**src/rtl/soc_spram_arb.sv**
```systemverilog
// soc_spram_arb: CPU wishbone / DMA arbiter for a single-port 32-bit RAM.
// Define SOC_SPRAM_ARB_COLLISION_EN to build the sticky err_collision detector.
module soc_spram_arb #(
    parameter int AW = 15
) (
    input  logic          clk,
    input  logic          rst,
    input  logic [AW-1:0] wb_addr,
    output logic [31:0]   wb_rdata,
    input  logic [31:0]   wb_wdata,
    input  logic [3:0]    wb_wmsk,
    input  logic          wb_we,
    input  logic          wb_cyc,
    output logic          wb_ack,
    input  logic          dma_req,
    output logic          dma_gnt,
    input  logic [15:0]   dma_addr,
    input  logic [31:0]   dma_data,
    input  logic          dma_we,
    output logic [AW-1:0] ram_addr,
    output logic [31:0]   ram_wdata,
    output logic [3:0]    ram_wmsk,
    output logic          ram_we,
    input  logic [31:0]   ram_rdata,
    output logic          err_collision
);
    typedef enum logic [1:0] {ST_CPU, ST_DRAIN, ST_DMA} state_t;

    state_t r_state;
    logic   r_pend;
    logic   w_dma;
    logic   w_issue;
    logic   w_unused;

    assign w_dma    = r_state == ST_DMA;
    assign w_issue  = r_state == ST_CPU && wb_cyc && !wb_ack && !r_pend && !dma_req;
    assign w_unused = &{1'b0, dma_addr};

    // The ack is the cycle after issue, so the pending flag doubles as the ack.
    assign wb_ack    = r_pend;
    assign wb_rdata  = r_pend ? ram_rdata : 32'h0;
    assign dma_gnt   = w_dma;
    assign ram_addr  = w_dma ? dma_addr[AW-1:0] : wb_addr;
    assign ram_wdata = w_dma ? dma_data : wb_wdata;
    assign ram_wmsk  = w_dma ? 4'hF : wb_wmsk;
    assign ram_we    = w_dma ? dma_we : w_issue && wb_we;

    always_ff @(posedge clk) begin
        if (rst) begin
            r_state <= ST_CPU;
            r_pend  <= 1'b0;
        end else begin
            r_pend <= w_issue;
            case (r_state)
                ST_CPU:   if (dma_req) r_state <= r_pend ? ST_DRAIN : ST_DMA;
                ST_DRAIN: r_state <= ST_DMA;
                ST_DMA:   if (!dma_req) r_state <= ST_CPU;
                default:  r_state <= ST_CPU;
            endcase
        end
    end

`ifdef SOC_SPRAM_ARB_COLLISION_EN
    logic r_err;

    always_ff @(posedge clk) begin
        if (rst) r_err <= 1'b0;
        else if (dma_we && !w_dma) r_err <= 1'b1;
    end

    assign err_collision = r_err;
`else
    assign err_collision = 1'b0;
`endif
endmodule
```
**config.mk**
```make
export PLATFORM = sky130hd
export DESIGN_NAME = soc_spram_arb
export DESIGN_NICKNAME = d
export VERILOG_FILES = /design/src/rtl/soc_spram_arb.sv
export SDC_FILE = /design/constraint.sdc
export NUM_CORES = 1
export LEC_CHECK = 0
export CAP_MARGIN = 20
export CORE_AREA = 2 2 86 88
export DETAILED_ROUTE_END_ITERATION = 6
export DIE_AREA = 0 0 88 90
export GPL_TIMING_DRIVEN = 0
export PLACE_DENSITY = 0.71
export SYNTH_ARGS = -nofsm -noshare
export SYNTH_HDL_FRONTEND = slang
export SYNTH_SLANG_ARGS = --single-unit
```
**constraint.sdc**
```tcl
create_clock -name clk -period 2.5 [get_ports clk]
set_input_delay 0.375 -clock clk [delete_from_list [all_inputs] [get_ports clk]]
set_output_delay 0.375 -clock clk [all_outputs]
set_load 0.01 [all_outputs]
```
## Yosys cells after proc, flatten, opt, wreduce, memory -nomap -nowiden

Index checks and enable logic that the tools add are counted.

| cells by class | value |
|---|---|
| eq/ne operators | 4 |
| muxes and demuxes | 9 |
| reduce and logical (&&, ||, !) cells | 9 |

Operators with widths:

| cell | count |
|---|---|
| 32-bit 2-to-1 mux | 2 |
| 15-bit 2-to-1 mux | 1 |
| 2-bit 2-to-1 mux | 3 |
| 2-bit case mux with 3 select lines | 1 |
| 1-bit logical AND | 5 |
| 4-bit 2-to-1 mux | 1 |
| 2-bit inequality test, second input constant | 2 |
| 2-bit by 1-bit equality test with 1-bit output, second input constant | 1 |
| 2-bit equality test, second input constant | 1 |
| 1-bit logical NOT | 2 |
| 2-bit logical NOT | 1 |
| 2-bit AND reduction | 1 |
| 1-bit 2-to-1 mux | 1 |

| word-level totals | value |
|---|---|
| flip-flop bits (word level) | 3 |
| input port bits | 137 |
| output and inout port bits | 87 |
| logic and storage cells | 24 |

## Logic depth before layout (Yosys ltp)

Gate-level depths: netlist (run 1).

| depth | value |
|---|---|
| depth after elaboration | 7 |
| gate-level depth with buffers | 4 |
| gate-level depth less buffers | 3 |

## Least setup slack after synthesis (run 1)

No wires, ideal clock.

| timing path | value |
|---|---|
| path kind | register to output |
| from | register r_state[1] |
| to | output port ram_wdata[27] |
| arrival | 1095 ps |
| required time | 2125 ps |
| path slack | 1030 ps |
| stages on the path, launching flop included | 5 |
| path buffers | 2 |
| cell sequence | dfxtp_1 -> nor2b_4 -> buf_6 -> buf_6 -> mux2_4 |

| between the ends | value |
|---|---|
| longest elaborated chain between the ends | 2 |

Ends and longest elaborated chain:

| item | line | RTL |
|---|---|---|
| start, declared | 29 | `state_t r_state;` |
| start signal, assigned | 55 | `ST_CPU: if (dma_req) r_state <= r_pend ? ST_DRAIN : ST_DMA;` |
| 2-bit equality test | 35 | `assign w_dma = r_state == ST_DMA;` |
| via dma_gnt | 16 | `output logic dma_gnt,` |
| 32-bit 2-to-1 mux | 44 | `assign ram_wdata = w_dma ? dma_data : wb_wdata;` |
| end, declared | 21 | `output logic [31:0] ram_wdata,` |

The timed path passes the listed nets, and every way through them passes these cells.

## Worst setup path in the final report (run 1)

| timing path | value |
|---|---|
| from | register r_state[1] |
| to | output port ram_wdata[10] |

| between the ends | value |
|---|---|
| longest elaborated chain between the ends | 2 |

Ends and longest elaborated chain:

| item | line |
|---|---|
| 2-bit equality test | 35 |
| 32-bit 2-to-1 mux | 44 |

Every way passes these cells.

==> flow_metrics.tcl, run 1 <==
set metrics [dict create \
    grt_pass1_wl_um 7990 \
    hold-worst-slack_ps 579 \
    clock_latency_ps 220 \
    wire_per_inst_um 12.9 \
    p_leak_nw 1.43 \
    synthCells 107 \
    ir_drop_uv 161 \
    port_buffers 221 \
    final_hold_viol_count 0 \
    drcViolationCount 0 \
    synthesis.nets 244 \
    ys_top_cells_by_area "mux2_4 56%, and2_1 17%, buf_12 6.8%" \
    tns_ps 0 \
    synth_seq_cells 3 \
    grt_pass1_vias 1687 \
    holdPathStages 2 \
    cts_sinks 3 \
    seq_area_frac_synth_pct 5.07 \
    gp_congestion 0.772 \
    fin_area_um2 3570 \
    clk_pin_slew_ps 30 \
    drv_slew 0 \
    status "completed" \
    core_area_um2 7020 \
    place_hpwl_um 4950 \
    rsz0062_at_grt "false" \
    hp-start "r_state[1]" \
    dr.pass1.iters 4 \
    cts_tree "done" \
    cts_setup_buffers 0 \
    yosysWarnings 0 \
    nFillCells 634 \
    antenna_found_initial 0 \
    cp.arrival_ps 1870 \
    cts_root_buf "clkbuf_8" \
    nets 470 \
    syn_area_per_cell_um2 11.1 \
    vias_per_cell 3.83 \
    rows 31 \
    synth_most_common_cell "mux2_4" \
    wirelength_um 5560 \
    setup_viol 0 \
    n_antenna_cell 0 \
    cts_inserted_buffers 3 \
    drive_above_1_share_pct 18.7 \
    final.period_utilization_pct 89.8 \
    crit_required_ps 2120 \
    fin_worst_skew_ps 3.17 \
    max_freq_ghz 0.446 \
    die_w_um 88 \
    synth_top_area_share_pct 55.8 \
    critical_path_class "register to output port" \
    maxCapViolations 0 \
    grt-ovfl-total 0 \
    vias 1651 \
    rr_worst_depth 2 \
    pin_count 224 \
    cp-end-kind "output port" \
    track_usage_pct 12.5 \
    cts_hold_buf 0 \
    drt-initial-drc-count 14 \
    post_cts_resize_count 0 \
    synth_ff_type "dfxtp_1" \
    dieArea_um2 7920 \
    synthesis.area_um2 1180 \
    worstPathMaxFanout 10 \
    cts_max_level 1 \
    reg2reg_to "wb_ack" \
    ys_top_cells_by_count "44 x mux2_4, 32 x and2_1, 4 x buf_12, 4 x or2_2" \
    powerDensity_nw_per_um2 224 \
    layout_min_cycle_time_ps 2240 \
    start_util_pct 16.9 \
    grt_max_degree 11 \
    synthToLayoutAreaGrowth_pct 201 \
    worstHoldEndpoint "r_state[1]" \
    die_height_um 90 \
    hp-class "register to register" \
    place_area_um2 3520 \
    synth_edf_count 0 \
    clockBufferDepth 2 \
    yosys.area.top_type "mux2_4" \
    ant_nets 0 \
    synth_cell_types 20 \
    rrSetupSlack_ps 1600 \
    async_flop_share_pct 0 \
    worstReg2RegStart "wb_ack" \
    crit_path_start_kind "register" \
]
[per-layer routing]
metal | track usage, % | vias up | share of wire (%)
met2 | 25.6 | 115 | 54
li1 | - | 814 | -
met4 | 1.92 | 0 | 0
met3 | 2.75 | 0 | 12
met5 | 0 | - | 0
met1 | 12.4 | 722 | 34
[worst max path at each step]
stage,from,end,depth (start not counted)
2_1_floorplan,r_state[1],ram_wdata[27],4
3_3_place_gp,dma_req,ram_we,4
3_5_place_dp,dma_req,ram_we,4
4_1_cts,r_state[1],ram_wdata[30],5
5_1_grt,dma_req,ram_we,4
6_report,r_state[1],ram_wdata[10],5
[flip-flops by register name, indices dropped and copies added (netlist names)]
name / flops
wb_ack: 1
r_state: 2
[logic make-up after synthesis]
family	share of synthesized area (%)
other cells	0.316
simple gates	24.5
mux	58.6
flops	5.07
buf+inv	10.2
compound gates	1.27
[layout by cell type, fill, tap and decap left out]
| cell | n |
|---|---|
| and3b_1 | 1 |
| a32o_1 | 1 |
| or2_2 | 4 |
| and4b_1 | 1 |
| mux2_2 | 3 |
| nand2b_1 | 1 |
| or2b_1 | 1 |
| nor2_1 | 1 |
| clkbuf_1 | 4 |
| buf_12 | 4 |
| conb_1 | 1 |
| clkdlybuf4s50_1 | 221 |
| nor3b_1 | 1 |
| clkbuf_8 | 3 |
| buf_6 | 2 |
| nor2b_4 | 1 |
| buf_4 | 1 |
| dfxtp_1 | 3 |
| mux2_4 | 44 |
| a21oi_1 | 1 |
| and2_1 | 32 |
| nand3b_1 | 1 |
[power breakdown]
group / total [mW] / switching [mW] / leakage [nW] / internal (mW)
logic: 0.604 / 0.160 / 1.38 / 0.444
clock network: 0.142 / 0.0333 / 0.0228 / 0.109
registers: 0.0526 / 0.00248 / 0.0246 / 0.0501
total: 0.799 / 0.196 / 1.43 / 0.603
[through the flow]
step                power (mW)  worst slack, ps  cells  util, %
detailed placement       0.662              274    427     50.2
global route             0.841              160    431     50.8
global placement         0.657              287    427     50.2
floorplan                0.276             1030    107        -
finish                   0.799              255    431     50.8
CTS                      0.812              228    431     50.8
[critical path, stage by stage (launching register included)]
cell	delay, ps
dfxtp_1	350
nor2b_4	160
buf_6	180
buf_12	160
mux2_4	300
clkdlybuf4s50_1	500
[area by class of cell]
cell class	count	area, um2	share of cell area (%)
Multi-Input combinational cell	94	1000	28.1
Sequential cell	3	60.1	1.68
Timing Repair Buffer	221	2210	62.0
Clock buffer	4	45.0	1.26
Buffer	10	121	3.40
Tap cell	99	124	3.47
(Power assumes the default switching activity.)
==> run 2: changes to the inputs <==
--- a/config.mk
+++ b/config.mk
@@ -5,8 +5,8 @@
 export SDC_FILE = /design/constraint.sdc
 export NUM_CORES = 1
 export LEC_CHECK = 0
-export CAP_MARGIN = 20
 export CORE_AREA = 2 2 86 88
+export CTS_CLUSTER_DIAMETER = 120
 export DETAILED_ROUTE_END_ITERATION = 6
 export DIE_AREA = 0 0 88 90
 export GPL_TIMING_DRIVEN = 0
==> results of run 2 <==
Final layout, timing and power as in run 1 (identical DEF).
